[src/rtl/camera_pixel_assembler.sv]
// -----------------------------------------------------------------------------
// camera_pixel_assembler
//
// DVP camera front end. The camera pins (PCLK, HS, VS, data) are treated as
// plain asynchronous data: they pass together through a short synchroniser
// chain in the clk_in domain, PCLK rising edges are detected from the
// synchronised copy, and each detected edge ("sample") captures one byte.
// BYTES_PER_PIXEL bytes are packed into one pixel, which is emitted with its
// column/row position and frame/line framing strobes.
//
// Parameters
//   HCOUNT_WIDTH     width of pixel_hcount_out
//   VCOUNT_WIDTH     width of pixel_vcount_out
//   DATA_WIDTH       camera bus width (bits per byte)
//   BYTES_PER_PIXEL  bytes packed per pixel, 1..4
//   MSB_FIRST        1: first byte lands in the pixel MSBs, 0: in the LSBs
//   SYNC_STAGES      synchroniser flops ahead of edge detection, 0..3
//   H_ACTIVE         expected pixels per line, 0 disables the length check
//
// Ports
//   clk_in                 system clock, at least 3x the camera PCLK
//   rst_in                 asynchronous active-high reset
//   camera_pclk_in         camera pixel clock, sampled as data
//   camera_hs_in           line valid
//   camera_vs_in           frame valid
//   camera_data_in         camera byte
//   pixel_valid_out        one-cycle strobe, pixel_* fields valid
//   pixel_hcount_out       column of the emitted pixel
//   pixel_vcount_out       row of the emitted pixel
//   pixel_data_out         packed pixel
//   frame_start_out        with the valid of pixel (0,0)
//   line_end_out           strobe on the sampled end of a line
//   frame_done_out         strobe on the sampled end of a frame
//   line_len_err_out       with line_end when the pixel count != H_ACTIVE
//   partial_pixel_err_out  with line_end when a pixel was left incomplete
// -----------------------------------------------------------------------------
module camera_pixel_assembler #(
    parameter int HCOUNT_WIDTH    = 11,
    parameter int VCOUNT_WIDTH    = 10,
    parameter int DATA_WIDTH      = 8,
    parameter int BYTES_PER_PIXEL = 1,
    parameter int MSB_FIRST       = 1,
    parameter int SYNC_STAGES     = 2,
    parameter int H_ACTIVE        = 0
) (
    input  logic                                    clk_in,
    input  logic                                    rst_in,
    input  logic                                    camera_pclk_in,
    input  logic                                    camera_hs_in,
    input  logic                                    camera_vs_in,
    input  logic [DATA_WIDTH-1:0]                   camera_data_in,
    output logic                                    pixel_valid_out,
    output logic [HCOUNT_WIDTH-1:0]                 pixel_hcount_out,
    output logic [VCOUNT_WIDTH-1:0]                 pixel_vcount_out,
    output logic [BYTES_PER_PIXEL*DATA_WIDTH-1:0]   pixel_data_out,
    output logic                                    frame_start_out,
    output logic                                    line_end_out,
    output logic                                    frame_done_out,
    output logic                                    line_len_err_out,
    output logic                                    partial_pixel_err_out
);

    localparam int PIX_W  = BYTES_PER_PIXEL * DATA_WIDTH;
    localparam int SYNC_W = DATA_WIDTH + 3;
    // One bit wider than hcount so an over-long line still reads as != H_ACTIVE
    // even when hcount itself has wrapped.
    localparam int CNT_W  = HCOUNT_WIDTH + 1;

    localparam logic [1:0]        LAST_IDX  = 2'(BYTES_PER_PIXEL - 1);
    localparam logic [CNT_W-1:0]  H_EXPECT  = CNT_W'(H_ACTIVE);
    localparam bit                LEN_CHECK = (H_ACTIVE != 0);
    // PCLK copies come out of reset high so the first real low->high
    // transition is the first edge seen; HS/VS/data come out low.
    localparam logic [SYNC_W-1:0] SYNC_RST  = {1'b1, 2'b00, {DATA_WIDTH{1'b0}}};

    // -------------------------------------------------------------------------
    // Reset: asserted asynchronously, released on a clock edge so every flop
    // below leaves reset in the same cycle.
    // -------------------------------------------------------------------------
    logic [1:0] rst_pipe_reg;
    logic       core_rst;

    always_ff @(posedge clk_in or posedge rst_in) begin
        if (rst_in) begin
            rst_pipe_reg <= 2'b11;
        end else begin
            rst_pipe_reg <= {rst_pipe_reg[0], 1'b0};
        end
    end

    assign core_rst = rst_pipe_reg[1];

    // -------------------------------------------------------------------------
    // Input synchroniser. All four camera signals share one chain so the
    // sampled byte and the framing bits stay aligned with the PCLK edge.
    // -------------------------------------------------------------------------
    logic [SYNC_W-1:0] raw_bus;
    logic [SYNC_W-1:0] sync_bus;

    assign raw_bus = {camera_pclk_in, camera_hs_in, camera_vs_in, camera_data_in};

    generate
        if (SYNC_STAGES == 0) begin : g_nosync
            assign sync_bus = raw_bus;
        end else begin : g_sync
            logic [SYNC_W-1:0] sync_reg [SYNC_STAGES];

            for (genvar gi = 0; gi < SYNC_STAGES; gi++) begin : g_stage
                logic [SYNC_W-1:0] stage_src;

                if (gi == 0) begin : g_head
                    assign stage_src = raw_bus;
                end else begin : g_tail
                    assign stage_src = sync_reg[gi-1];
                end

                always_ff @(posedge clk_in or posedge core_rst) begin
                    if (core_rst) begin
                        sync_reg[gi] <= SYNC_RST;
                    end else begin
                        sync_reg[gi] <= stage_src;
                    end
                end
            end

            assign sync_bus = sync_reg[SYNC_STAGES-1];
        end
    endgenerate

    logic                  pclk_s;
    logic                  hs_s;
    logic                  vs_s;
    logic [DATA_WIDTH-1:0] data_s;

    assign {pclk_s, hs_s, vs_s, data_s} = sync_bus;

    // -------------------------------------------------------------------------
    // Sample / framing decode
    // -------------------------------------------------------------------------
    logic             pclk_prev_reg;
    logic             hs_prev_reg;
    logic             vs_prev_reg;
    logic [1:0]       byte_idx_reg;
    logic [CNT_W-1:0] pix_cnt_reg;

    logic sample;
    logic active;
    logic last_byte;
    logic hs_fall;
    logic vs_fall;
    logic line_end_hit;

    assign sample    = ~pclk_prev_reg & pclk_s;
    assign active    = hs_s & vs_s;
    assign last_byte = (byte_idx_reg == LAST_IDX);
    assign hs_fall   = hs_prev_reg & ~hs_s;
    assign vs_fall   = vs_prev_reg & ~vs_s;
    // A line also ends when VS drops while HS was still high; the line is
    // closed out in the same sample that reports the frame end.
    assign line_end_hit = (hs_fall & vs_s) | (vs_fall & hs_prev_reg);

    // -------------------------------------------------------------------------
    // Byte packing. pixel_word is the pixel as it would stand once the byte
    // of the current sample is included; it is registered out on the last
    // byte of a pixel.
    // -------------------------------------------------------------------------
    logic [PIX_W-1:0] pixel_word;

    generate
        if (BYTES_PER_PIXEL == 1) begin : g_single_byte
            assign pixel_word = data_s;
        end else begin : g_multi_byte
            logic [PIX_W-1:0] acc_reg;

            if (MSB_FIRST != 0) begin : g_msb_first
                // Shift left: earlier bytes migrate toward the MSBs.
                assign pixel_word = {acc_reg[PIX_W-DATA_WIDTH-1:0], data_s};
            end else begin : g_lsb_first
                // Shift right: earlier bytes migrate toward the LSBs.
                assign pixel_word = {data_s, acc_reg[PIX_W-1:DATA_WIDTH]};
            end

            always_ff @(posedge clk_in or posedge core_rst) begin
                if (core_rst) begin
                    acc_reg <= '0;
                end else if (sample) begin
                    if (active && !last_byte) begin
                        acc_reg <= pixel_word;
                    end else begin
                        // Completed pixel or broken line: start clean.
                        acc_reg <= '0;
                    end
                end
            end
        end
    endgenerate

    // Column of a pixel completed on this sample.
    logic [HCOUNT_WIDTH-1:0] hcount_next;

    always_comb begin
        hcount_next = '0;
        if (pix_cnt_reg != '0) begin
            hcount_next = pixel_hcount_out + 1'b1;
        end
    end

    // -------------------------------------------------------------------------
    // Main state and registered outputs
    // -------------------------------------------------------------------------
    always_ff @(posedge clk_in or posedge core_rst) begin
        if (core_rst) begin
            pclk_prev_reg         <= 1'b1;
            hs_prev_reg           <= 1'b0;
            vs_prev_reg           <= 1'b0;
            byte_idx_reg          <= 2'd0;
            pix_cnt_reg           <= '0;
            pixel_valid_out       <= 1'b0;
            pixel_hcount_out      <= '0;
            pixel_vcount_out      <= '0;
            pixel_data_out        <= '0;
            frame_start_out       <= 1'b0;
            line_end_out          <= 1'b0;
            frame_done_out        <= 1'b0;
            line_len_err_out      <= 1'b0;
            partial_pixel_err_out <= 1'b0;
        end else begin
            pclk_prev_reg <= pclk_s;

            // Strobes default low; only a sample cycle may raise them.
            pixel_valid_out       <= 1'b0;
            frame_start_out       <= 1'b0;
            line_end_out          <= 1'b0;
            frame_done_out        <= 1'b0;
            line_len_err_out      <= 1'b0;
            partial_pixel_err_out <= 1'b0;

            if (sample) begin
                // Framing history advances on samples only, so an HS pulse
                // that never coincides with a PCLK edge is invisible.
                hs_prev_reg <= hs_s;
                vs_prev_reg <= vs_s;

                if (active) begin
                    if (last_byte) begin
                        byte_idx_reg     <= 2'd0;
                        pixel_valid_out  <= 1'b1;
                        pixel_data_out   <= pixel_word;
                        pixel_hcount_out <= hcount_next;
                        frame_start_out  <= (hcount_next == '0) && (pixel_vcount_out == '0);
                        // Saturate so a runaway line never reads back as empty.
                        if (pix_cnt_reg != '1) begin
                            pix_cnt_reg <= pix_cnt_reg + 1'b1;
                        end
                    end else begin
                        byte_idx_reg <= byte_idx_reg + 2'd1;
                    end
                end else begin
                    byte_idx_reg <= 2'd0;
                end

                if (line_end_hit) begin
                    line_end_out          <= 1'b1;
                    line_len_err_out      <= LEN_CHECK && (pix_cnt_reg != H_EXPECT);
                    partial_pixel_err_out <= (byte_idx_reg != 2'd0);
                    pix_cnt_reg           <= '0;
                    // Empty lines do not consume a row number.
                    if (vs_s && (pix_cnt_reg != '0)) begin
                        pixel_vcount_out <= pixel_vcount_out + 1'b1;
                    end
                end

                if (!vs_s) begin
                    pixel_vcount_out <= '0;
                    pix_cnt_reg      <= '0;
                end

                frame_done_out <= vs_fall;
            end
        end
    end

endmodule

[config.mk]
export PLATFORM = sky130hd
export DESIGN_NAME = camera_pixel_assembler
export DESIGN_NICKNAME = d
export VERILOG_FILES = /design/src/rtl/camera_pixel_assembler.sv
export SDC_FILE = /design/constraint.sdc
export NUM_CORES = 1
export LEC_CHECK = 0
export ABC_CLOCK_PERIOD_IN_PS = 2400
export BUFFER_PORTS_ARGS = -buffer_cell sky130_fd_sc_hd__buf_2
export CAP_MARGIN = 10
export CORE_AREA = 2 2 119 63
export DETAILED_ROUTE_END_ITERATION = 8
export DIE_AREA = 0 0 121 65
export GPL_ROUTABILITY_DRIVEN = 0
export PLACE_DENSITY_LB_ADDON = 0.15
export SETUP_SLACK_MARGIN = 0.05
export SYNTH_ARGS = -nofsm -noshare
export SYNTH_HDL_FRONTEND = slang
export SYNTH_SLANG_ARGS = --single-unit
[constraint.sdc]
create_clock -name clk_in -period 2.4 [get_ports clk_in]
set_clock_uncertainty 0.2 [all_clocks]
set_input_delay 0.48 -clock clk_in [delete_from_list [all_inputs] [get_ports clk_in]]
set_output_delay 0.48 -clock clk_in [all_outputs]
set_load 0.01 [all_outputs]
=== After elaboration in Yosys (flattened, before gate mapping) ===
Index checks and enable logic that the tools add are counted.

* Eq/ne operators: 6
* Add/sub/neg operators: 4
* Muxes and demuxes: 22
* Bitwise operators: 10
* Reduce and logical (&&, ||, !) cells: 10

{| class="wikitable"
|+ Operators by type and width
! operator !! count
|-
| $mux W12 || 5
|-
| $mux W10 || 3
|-
| $add A12 B1 Y12 const B || 1
|-
| $ne A12 B12 Y1 const B || 1
|-
| $reduce_bool A12 Y1 || 1
|-
| $add A11 B1 Y11 const B || 1
|-
| $logic_not A11 Y1 || 1
|-
| $mux W1 || 11
|-
| $mux W11 || 1
|-
| $add A10 B1 Y10 const B || 1
|-
| $logic_not A10 Y1 || 1
|-
| $ne A3 B1 Y1 const B || 3
|-
| $and A1 B1 Y1 || 6
|-
| $reduce_and A3 Y1 || 2
|-
| $mux W2 || 2
|-
| $ne A2 B1 Y1 const B || 2
|-
| $reduce_and A4 Y1 || 1
|-
| $not A1 Y1 || 3
|-
| $add A2 B1 Y2 const B || 1
|-
| $logic_and A1 B1 Y1 || 2
|-
| $logic_not A2 Y1 || 1
|-
| $reduce_bool A2 Y1 || 1
|-
| $or A1 B1 Y1 || 1
|}

* Output and inout bits: 35
* Input bits: 13
* Register bits after elaboration: 75
* Word-level logic and storage cells: 68

=== Depth between registers and ports, before layout ===
Gate-level depths: netlist of the first run.

* Word-level depth: 7
* Depth in mapped cells: 9
* Depth with buffers taken out: 7

=== Worst setup path after synthesis of the first run ===
Ideal clock, no wire load.

* Kind: reg-to-reg
* Start point: reg pixel_hcount_out[1]
* End point: reg frame_start_out
* Buffers on the path: 0
* Cell stages (with the launch flop): 7
* Period minus slack after synthesis: 1911 ps
* Setup time: 94 ps
* Data required time: 2106 ps
* Data arrival time: 1617 ps
* Setup slack: 489 ps
* Cells stage by stage: dfrtp_1 ha_1 nand4_1 o31a_1 nor2_1 o2111ai_1 a211oi_1

* Word-level cells in the longest chain between the ends: 7

{| class="wikitable"
|+ RTL lines
! element !! RTL line !! source
|-
| from (decl) || 53 || <nowiki>output logic [HCOUNT_WIDTH-1:0] pixel_hcount_out,</nowiki>
|-
| from (signal assigned) || 249 || <nowiki>pixel_hcount_out <= hcount_next;</nowiki>
|-
| $add A11 B1 Y11 || 204 || <nowiki>hcount_next = pixel_hcount_out + 1'b1;</nowiki>
|-
| $mux W11 || 203 || <nowiki>if (pix_cnt_reg != '0) begin</nowiki>
|-
| $logic_not A11 Y1 || 250 || <nowiki>frame_start_out <= (hcount_next == '0) && (pixel_vcount_out == '0);</nowiki>
|-
| $logic_and A1 B1 Y1 || 250 ||
|-
| $mux W1 || 245 || <nowiki>if (last_byte) begin</nowiki>
|-
| $mux W1 || 244 || <nowiki>if (active) begin</nowiki>
|-
| $mux W1 || 238 || <nowiki>if (sample) begin</nowiki>
|-
| to (signal assigned) || 250 ||
|-
| to (decl) || 56 || <nowiki>output logic frame_start_out,</nowiki>
|}

Every way passes these cells.
A chain may end at the register's enable or synchronous reset.

=== Worst setup path after layout of the first run ===
* Start point: reg g_sync.sync_reg, in the netlist sync_bus[10]
* End point: reg pixel_hcount_out[8]

* Word-level cells in the longest chain between the ends: 2

{| class="wikitable"
|+ RTL lines
! element !! RTL line !! source
|-
| from (decl) || 106 || <nowiki>logic [SYNC_W-1:0] sync_reg [SYNC_STAGES];</nowiki>
|-
| from (signal, indexed assignment) || 121 || <nowiki>sync_reg[gi] <= stage_src;</nowiki>
|-
| $and A1 B1 Y1 || 153 || <nowiki>assign sample = ~pclk_prev_reg & pclk_s;</nowiki>
|-
| $reduce_and A3 Y1 (no line) || - ||
|}

Every way passes these cells.

==> results of run 1 <==
-- logic make-up (layout without fill, tap and decap cells) --
logic type / count (synthesis) / after routing / share of synthesized area, %
buffers and inverters: 23 / 84 / 3.14
other: 1 / 2 / 0.113
AND/OR/NAND/NOR: 147 / 147 / 21.6
flip-flops: 75 / 75 / 56.9
adder cells (fa/ha/maj): 7 / 7 / 2.65
XOR/XNOR: 14 / 14 / 3.71
AO/OA/AOI/OAI: 56 / 56 / 11.8
-- report_power, final --
part           internal [W]  total, W  switching [W]
clock network      0.000812   0.00133       0.000515
registers           0.00134   0.00141      0.0000650
logic              0.000130  0.000336       0.000206
-- critical path, cell delays in order (launching register included) --
cell	delay [ns]
dfstp_2	0.54
nor2b_1	0.24
and3_1	0.24
nand2_1	0.08
inv_1	0.15
nand2_2	0.17
o41ai_1	0.42
-- placed cells by master (no fill, tap or decap), drive strengths merged, types with 7 or more instances in the layout --
cell type   n
nand4       9
o31ai       8
dfrtp      70
nand3      15
buf        54
nor3       10
inv        14
nand2      48
o21ai      22
ha          7
clkbuf     11
xnor2      10
nor2       30
nor4       11
-- cell type report --
class,instances,area [sq um],share of cell area [%]
clock buffer,11,233,5.84
clock inverter,5,62.6,1.57
inverter,13,52.6,1.32
multi-input combinational,226,1320,33.2
sequential,75,1880,47.2
tap,96,120,3.01
timing repair buffer,55,313,7.84
-- path summary, 6_finish.rpt --
| kind | slack, ns | to |
|---|---|---|
| setup / recovery | 0.25 | pixel_hcount_out[8] |
| hold / removal | 0.03 | g_sync.g_stage[1].stage_src[3] |
| setup reg to reg | 0.25 | pixel_hcount_out[8] |
| hold reg to reg | 0.03 | g_sync.g_stage[1].stage_src[3] |
| max in group asynchronous | 1.35 | pclk_prev_reg |
| min in group clk_in | 0.04 | g_sync.g_stage[1].stage_src[10] |
-- synth_stat cells, drive strengths merged (3+ instances only) --
cell	n	share of area (%)
dfrtp	70	53
nand2	48	5.5
nor2	30	3.4
o21ai	22	3.8
nand3	15	2.4
inv	13	1.5
nor4	11	2.1
nor3	10	1.5
xnor2	10	2.6
nand4	9	1.9
o31ai	8	1.8
ha	7	2.6
buf	6	1.2
and3	5	0.95
dfstp	5	4.0
nor2b	5	0.95
a21oi	4	0.72
and2	4	0.76
clkbuf	4	0.49
xor2	4	1.1
a31oi	3	0.57
nand2b	3	0.57
-- per-layer routing --
metal / vias to the layer above / routed length, um / GRT usage [%]
met5: - / 0 / 0
met4: 0 / 56 / 7.56
met3: 5 / 498 / 6.51
met2: 72 / 2670 / 22.8
met1: 1202 / 3690 / 31.6
li1: 1253 / - / -
-- through the flow --
step                      utilization, %  instance area [sq um]
final                               57.3                   3990
after detailed placement            52.9                   3680
after floorplan                        -                   3310
after global routing                57.3                   3990
after CTS                           57.3                   3990
after global placement              52.9                   3680
==> run metrics, run 1 <==
status=finished, final reports clean; layout cell share with drive strength beyond 1=21.6%; largest net degree at the start of global routing=58; grt total ovfl=0; wirelength, routed=6.92 mm; Post-Syn Area=0.00331 sq mm; clock-pin slew on the worst setup and hold paths=0.06 ns; DRT iter0 DRCs=189; PwrDens=770 mW/mm^2; Synth Instances=323; Crit Path Class=reg2reg; Clock Tree Buf Depth=2; wire per inst=14.4 um; H-Tree Depth=3; die area=0.00787 sq mm; Least-Margin Pin Slew=0.504 ns; clk root buf=clkbuf_16; reg-to-reg startpoint=sync_bus[10]; # hold bufs at CTS=1; Worst Path Arrival=2.16 ns; CTS tree=built; Vias/cell=5.26; Rows=22; non-filler cells in the finished layout=481; global-route wire length before repair=11.5 mm; Final Hold Viols=0; WP data required=2.41 ns; Final min period=2.15 ns; IO Port Bufs=46; Final ANT Viol Nets=0; LEAKAGE=1.86 nW; Setup Viol. Count Final=0; crit-path max FO=9; max reg flops=12; number of global-route vias before repair=2195; Chip Width=121 um; Initial Utilization=47.5%; relative slew slack=66.4%; Power Total=0.00307 W; PnR worst setup slack=0.247 ns; library cells used by synthesis=52; Min-Delay Path Class=reg2async; Critical Path Start=sync_bus[10]; pre-CTS setup slack=0.287 ns; Reg2Reg Depth=6; Area growth syn-to-layout=20.6%; clock sinks=75; Synth async-reset ratio=100%; Inst Count DP=464; Top-Level Pins=48; final worst-path cycle share=89.7%; Primary FF master, synth=dfrtp_1; Hold WS=0.0293 ns; CTS Buf Count=9; via count=2532; CP endpoint kind=flip-flop; Synthesis Warnings=0; initial antenna violation count=0; VDD IR max=0.426 mV; final slew viol count=0; Max-cap violations=0; Tot GR Track Use=19.5%; crit start category=flip-flop; Net count, final=400; synthesized flop and latch total=75; drc violations=0; sequential-to-total area share from yosys stat=56.9%; EDFF count, synth=0; Die Span Y=65 um; setup_tns=0 ns; Post-CTS Resized=0; syn avg cell area=10.2 sq um; Core Region=0.00696 sq mm; ant diodes=0; detailed placer's ending HPWL=4.86 mm; filler instances=615; Max Clk Rate=0.464 GHz; Post-CTS Setup Inserts=0; Clk Latency, worst-skew pair=0.34 ns; RSZ-0062 raised after global routing=no; Pre-Repair DR Iteration Count=4
Note: power is estimated with default switching activity, not from simulation.
==> run 2: changes to the inputs <==
--- a/config.mk
+++ b/config.mk
@@ -13,6 +13,7 @@
 export DIE_AREA = 0 0 121 65
 export GPL_ROUTABILITY_DRIVEN = 0
 export PLACE_DENSITY_LB_ADDON = 0.15
+export REMOVE_ABC_BUFFERS = 1
 export SETUP_SLACK_MARGIN = 0.05
 export SYNTH_ARGS = -nofsm -noshare
 export SYNTH_HDL_FRONTEND = slang
==> run 2 against run 1 <==
  * Die area unchanged
  * Clock power grew 7%
  * Critical endpoint is now pix_cnt_reg[9]
  * Via count is 0.99% lower
  * Power up 3.3%
  * Setup slack lost 0.089 ns
  * Highest routed layer unchanged
  * Final cell count is 0.42% lower
  * Critical path depth unchanged
  * Sequential share of layout area fell by 0.12 points
  * Hold slack better by 0.018 ns
==> run metrics, run 2 (synthesized netlist as in run 1, its figures left out) <==
status=finished, final reports clean (unchanged); LEAKAGE=1.87 nW (was 1.86 nW); filler instances=617 (was 615); Inst Count DP=462 (was 464); Top-Level Pins=48 (unchanged); DRT iter0 DRCs=298 (was 189); relative slew slack=58.4% (was 66.4%); Setup Viol. Count Final=0 (unchanged); CTS tree=built (unchanged); clock-pin slew on the worst setup and hold paths=0.06 ns (about the same); Core Region=0.00696 sq mm (unchanged); Initial Utilization=47.5% (unchanged); Max Clk Rate=0.446 GHz (was 0.464 GHz); largest net degree at the start of global routing=46 (was 58); Worst Path Arrival=2.24 ns (was 2.16 ns); Final ANT Viol Nets=0 (unchanged); Pre-Repair DR Iteration Count=4 (unchanged); H-Tree Depth=3 (unchanged); CP endpoint kind=flip-flop (unchanged); Clk network pwr share=44.9% (was 43.2%); Final Util=57.4% (was 57.3%); Net count, final=398 (was 400); clock sinks=75 (unchanged); Min-Delay Path Class=in2reg (was reg2async); CTS Buf Count=9 (unchanged); via count=2507 (was 2532); Net Switching=0.000777 W (was 0.000786 W); Least-Margin Pin Slew=0.622 ns (was 0.504 ns); Area growth syn-to-layout=20.9% (was 20.6%); Crit Path Class=reg2reg (unchanged); ant diodes=0 (unchanged); cell-internal power=0.00239 W (was 0.00228 W); Post-CTS Setup Inserts=0 (unchanged); Vias/cell=5.23 (was 5.26); max reg flops=12 (unchanged); Cell Area, Placed=0.00366 sq mm (was 0.00368 sq mm); IO Port Bufs=46 (unchanged); global-route wire length before repair=12.0 mm (was 11.5 mm); leading cell type in the layout, fill and taps excluded=dfrtp_1 (unchanged); Max-cap violations=0 (unchanged); sequential share of power=44.4% (was 45.9%); Final Hold Viols=0 (unchanged); VDD IR max=0.516 mV (was 0.426 mV); reg-to-reg startpoint=sync_bus[10] (unchanged); Sw Ratio=24.5% (was 25.6%); fin area=0.00400 sq mm (was 0.00399 sq mm); wirelength, routed=7.05 mm (was 6.92 mm); Clk Latency, worst-skew pair=0.33 ns (was 0.34 ns); PwrDens=793 mW/mm^2 (was 770 mW/mm^2); Chip Width=121 um (unchanged); Logic pwr share=10.6% (was 10.9%); wire per inst=14.7 um (was 14.4 um); register area=0.00188 sq mm (unchanged); RSZ-0062 raised after global routing=no (unchanged); grt total ovfl=0 (unchanged); drc violations=0 (unchanged); number of global-route vias before repair=2372 (was 2195); Die Span Y=65 um (unchanged); Tot GR Track Use=20.0% (was 19.5%); Rows=22 (unchanged); non-filler cells in the finished layout=479 (was 481); layout cell share with drive strength beyond 1=21.4% (was 21.6%); Final min period=2.24 ns (was 2.15 ns); final slew viol count=0 (unchanged); commonest cells after routing, fill and taps aside=dfrtp_1 (70), nand2_1 (47), buf_2 (46), nor2_1 (30), o21ai_0 (20) (unchanged); WP data required=2.40 ns (was 2.41 ns); final worst-path cycle share=93.4% (was 89.7%); Hold WS=0.0473 ns (was 0.0293 ns); clk root buf=clkbuf_16 (unchanged); Critical Path Start=sync_bus[10] (unchanged); crit start category=flip-flop (unchanged); detailed placer's ending HPWL=4.94 mm (was 4.86 mm); Power Total=0.00317 W (was 0.00307 W); Clock Tree Buf Depth=2 (unchanged); die area=0.00787 sq mm (unchanged); crit-path max FO=7 (was 9); initial antenna violation count=0 (unchanged); worst hold start=camera_pclk_in; multi-input logic area=0.00133 sq mm (was 0.00132 sq mm)
==> run 2: cell types whose count changed in the layout (fill, tap and decap cells not counted), sizes merged <==
| cell | delta |
|---|---|
| clkinvlp | -3 |
| clkinv | +2 |
| bufinv | +1 |
| buf | -2 |
==> run 2: worst paths after layout <==
check / end / slack [ns] / cells after the start
hold / removal: g_sync.g_stage[1].stage_src[10] / 0.05 / 1
setup reg to reg: pix_cnt_reg[9] / 0.16 / 6
max in group asynchronous: sync_bus[10] / 1.18 / 2
hold reg to reg: g_sync.g_stage[1].stage_src[9] / 0.12 / 1
min in group asynchronous: g_sync.g_stage[1].stage_src[9] / 0.12 / 1
setup / recovery: pix_cnt_reg[9] / 0.16 / 6
==> run 2: what timing repair did <==
| action | CTS | global route |
|---|---|---|
| resized for setup | 0 | 2 |
| hold endpoints to repair | 2 | 0 |
| endpoints found under the setup margin | 0 | 7 |
| hold buffers | 1 | 0 |
==> run 2: cell type report <==
class                           count  area share (%)
Multi-Input combinational cell    226            33.2
Timing Repair Buffer               53            7.45
Clock inverter                      5            2.16
Inverter                           13            1.22
Clock buffer                       11            5.82
Tap cell                           96            3.00
Sequential cell                    75            47.1
==> run 2: per-stage QoR <==
step	setup WS (ns)	setup TNS (ns)
after floorplan	-0.0383	-0.0383
after global placement	0.221	0
after detailed placement	0.243	0
after CTS	0.228	0
after global routing	0.0607	0
final	0.157	0
==> run 2: worst max-delay path: stages (launching register included) <==
cell	delay [ns]
dfstp_2	0.53
nor2b_1	0.16
buf_4	0.18
o2111ai_1	0.26
nor4_1	0.54
xnor2_1	0.18
nor2_1	0.06
==> run 2: routing by layer <==
layer / up-vias / part of all wire (%) / global-route usage (%)
li1: 1243 / - / -
met4: 0 / 0.16 / 5.23
met5: - / 0 / 0
met2: 98 / 38 / 25.1
met3: 2 / 8.2 / 6.43
met1: 1164 / 54 / 32.2
==> run 2: power groups by stage <==
stage	Clock [W]	Sequential [W]	Combinational, W
after detailed placement	0	0.00143	0.000332
after floorplan	0	0.00143	0.000189
final	0.00142	0.00141	0.000337
after global placement	0	0.00143	0.000327
after global routing	0.00152	0.00142	0.000389
after CTS	0.00147	0.00141	0.000334
==> run 3: changes to the inputs <==
--- a/config.mk
+++ b/config.mk
@@ -8,13 +8,15 @@
 export ABC_CLOCK_PERIOD_IN_PS = 2400
 export BUFFER_PORTS_ARGS = -buffer_cell sky130_fd_sc_hd__buf_2
 export CAP_MARGIN = 10
-export CORE_AREA = 2 2 119 63
+export CORE_AREA = 2 2 117 62
 export DETAILED_ROUTE_END_ITERATION = 8
-export DIE_AREA = 0 0 121 65
+export DIE_AREA = 0 0 119 64
 export GPL_ROUTABILITY_DRIVEN = 0
 export PLACE_DENSITY_LB_ADDON = 0.15
+export RECOVER_POWER = 100
 export REMOVE_ABC_BUFFERS = 1
 export SETUP_SLACK_MARGIN = 0.05
+export SLEW_MARGIN = 20
 export SYNTH_ARGS = -nofsm -noshare
 export SYNTH_HDL_FRONTEND = slang
 export SYNTH_SLANG_ARGS = --single-unit
==> run 3 against run 2 <==
  * First-iteration DRC count decreased by 36%
  * Utilization increased by 2.9 points
  * Global-route usage increased by 0.27 points
  * Setup slack improved by 0.050 ns
  * Sequential power about the same
  * Critical endpoint is now pixel_hcount_out[8]
  * Largest cell class unchanged
==> run metrics, run 3 (synthesized netlist as in run 1, its figures left out) <==
register area=0.00188 sq mm (unchanged); RR Endpoint=pixel_hcount_out[8] (was pix_cnt_reg[9]); Final Hold Viols=0 (unchanged); Crit Path Class=reg2reg (unchanged); CTS Buf Count=9 (unchanged); via count=2563 (was 2507); crit start category=flip-flop (unchanged); initial antenna violation count=0 (unchanged); Vias/cell=5.36 (was 5.23); Min-Delay Path Class=in2reg (unchanged); grt total ovfl=0 (unchanged); CTS tree=built (unchanged); layout cell share with drive strength beyond 1=11.4% (was 21.4%); met3 usage=7.77% (was 6.43%); final slew viol count=0 (unchanged); Setup crit end=pixel_hcount_out[8] (was pix_cnt_reg[9]); Top-Level Pins=48 (unchanged); global-route wire length before repair=11.9 mm (was 12.0 mm); final worst-path cycle share=91.4% (was 93.4%); met1 usage=25.8% (was 32.2%); Reg2Reg Depth=6 (unchanged); wire per inst=14.5 um (was 14.7 um); Clk Latency, worst-skew pair=0.34 ns (was 0.33 ns); Setup Viol. Count Final=0 (unchanged); reg-to-reg startpoint=sync_bus[10] (unchanged); FF-to-FF setup slack=0.21 ns (was 0.16 ns); Die Span Y=64 um (was 65 um); Tot GR Track Use=20.3% (was 20.0%); Max Clk Rate=0.456 GHz (was 0.446 GHz); number of global-route vias before repair=2508 (was 2372); Area growth syn-to-layout=19.2% (was 20.9%); LEAKAGE=1.73 nW (was 1.87 nW); commonest cells after routing, fill and taps aside=dfrtp_1 (70), nand2_1 (47), clkbuf_1 (39), nor2_1 (30), o21ai_0 (20) (was dfrtp_1 (70), nand2_1 (47), buf_2 (46), nor2_1 (30), o21ai_0 (20)); RSZ-0062 raised after global routing=no (unchanged); Chip Width=119 um (was 121 um); relative slew slack=34.2% (was 58.4%); clock sinks=75 (unchanged); Initial Utilization=50.5% (was 47.5%); Final ANT Viol Nets=0 (unchanged); max reg flops=12 (unchanged); filler instances=574 (was 617); fin area=0.00394 sq mm (was 0.00400 sq mm); Critical Path Start=sync_bus[10] (unchanged); Clock Tree Buf Depth=2 (unchanged); WP data required=2.42 ns (was 2.40 ns); Final Util=60.3% (was 57.4%); busiest grt layer=met2 (was met1); DRT iter0 DRCs=191 (was 298); multi-input logic area=0.00132 sq mm (was 0.00133 sq mm); Final min period=2.19 ns (was 2.24 ns); Pre-Repair DR Iteration Count=4 (unchanged); met2 GRT Util=32.4% (was 25.1%); Cell Area, Placed=0.00367 sq mm (was 0.00366 sq mm); wirelength, routed=6.95 mm (was 7.05 mm); PwrDens=814 mW/mm^2 (was 793 mW/mm^2); Post-CTS Setup Inserts=0 (unchanged); H-Tree Depth=3 (unchanged); Net count, final=401 (was 398); drc violations=0 (unchanged); die area=0.00762 sq mm (was 0.00787 sq mm); ant diodes=0 (unchanged); IO Port Bufs=46 (unchanged); crit-path max FO=9 (was 7); Core Region=0.00654 sq mm (was 0.00696 sq mm); detailed placer's ending HPWL=4.66 mm (was 4.94 mm); clock-pin slew on the worst setup and hold paths=0.06 ns (about the same); VDD IR max=0.394 mV (was 0.516 mV); Worst Path Arrival=2.21 ns (was 2.24 ns); Least-Margin Pin Slew=0.988 ns (was 0.622 ns); clk root buf=clkbuf_16 (unchanged); largest net degree at the start of global routing=42 (was 46); CP endpoint kind=flip-flop (unchanged); Max-cap violations=0 (unchanged); status=finished, final reports clean (unchanged); Rows=21 (was 22); setup_tns=0 ns (unchanged); leading cell type in the layout, fill and taps excluded=dfrtp_1 (unchanged)
-- run 3: layer usage --
metal  vias up  part of all wire (%)  wire length (um)
met1      1240                    46              3210
met2        65                    47              3240
met3         8                   5.8               404
met4         0                   1.3                93
met5         -                     0                 0
li1       1250                     -                 -
-- run 3: where the power goes --
group          total (W)  switching, W  internal [W]
Combinational   0.000326      0.000212      0.000113
Clock            0.00148      0.000531      0.000949
Sequential       0.00140     0.0000598       0.00134
Total            0.00321      0.000803       0.00240
-- run 3: worst max-delay path, stage by stage (launching register included) --
cell     delay (ns)
dfstp_1        0.55
nor2b_1        0.29
and3_1         0.25
nand2_1        0.10
inv_1          0.14
nand2_2        0.16
o41ai_1        0.39
-- run 3: layout make-up --
cell class	instances	area share [%]
Sequential cell	75	47.8
Multi-Input combinational cell	226	33.5
Timing Repair Buffer	56	6.13
Clock buffer	10	6.06
Tap cell	92	2.92
Clock inverter	6	2.41
Inverter	13	1.24
-- run 3: what timing repair did --
action	4_1_cts	5_1_grt
setup endpoints to repair	0	0
endpoints found under the hold margin	2	0
gates resized for setup	0	0
hold buffers	1	0
-- run 3: metrics by stage --
stage / hold slack (ns) / std cells / total power (W) / worst slack [ns]
global placement: 0.132 / 461 / 0.00175 / 0.364
floorplan: 0.131 / 314 / 0.00162 / -0.0383
detailed placement: 0.136 / 461 / 0.00177 / 0.232
CTS: 0.0328 / 478 / 0.00327 / 0.210
finish: 0.0453 / 478 / 0.00321 / 0.207
global route: 0.0281 / 478 / 0.00336 / 0.0331
-- run 3: worst min path at each step --
stage	cells after the start	to	slack, ns	startpoint
2_1_floorplan	0	sync_bus[0]	0.13	g_sync.g_stage[1].stage_src[0]
3_3_place_gp	0	sync_bus[3]	0.13	g_sync.g_stage[1].stage_src[3]
3_5_place_dp	0	sync_bus[1]	0.14	g_sync.g_stage[1].stage_src[1]
4_1_cts	1	g_sync.g_stage[1].stage_src[7]	0.03	camera_data_in[7]
5_1_grt	1	g_sync.g_stage[1].stage_src[10]	0.03	camera_pclk_in
6_report	1	g_sync.g_stage[1].stage_src[10]	0.05	camera_pclk_in
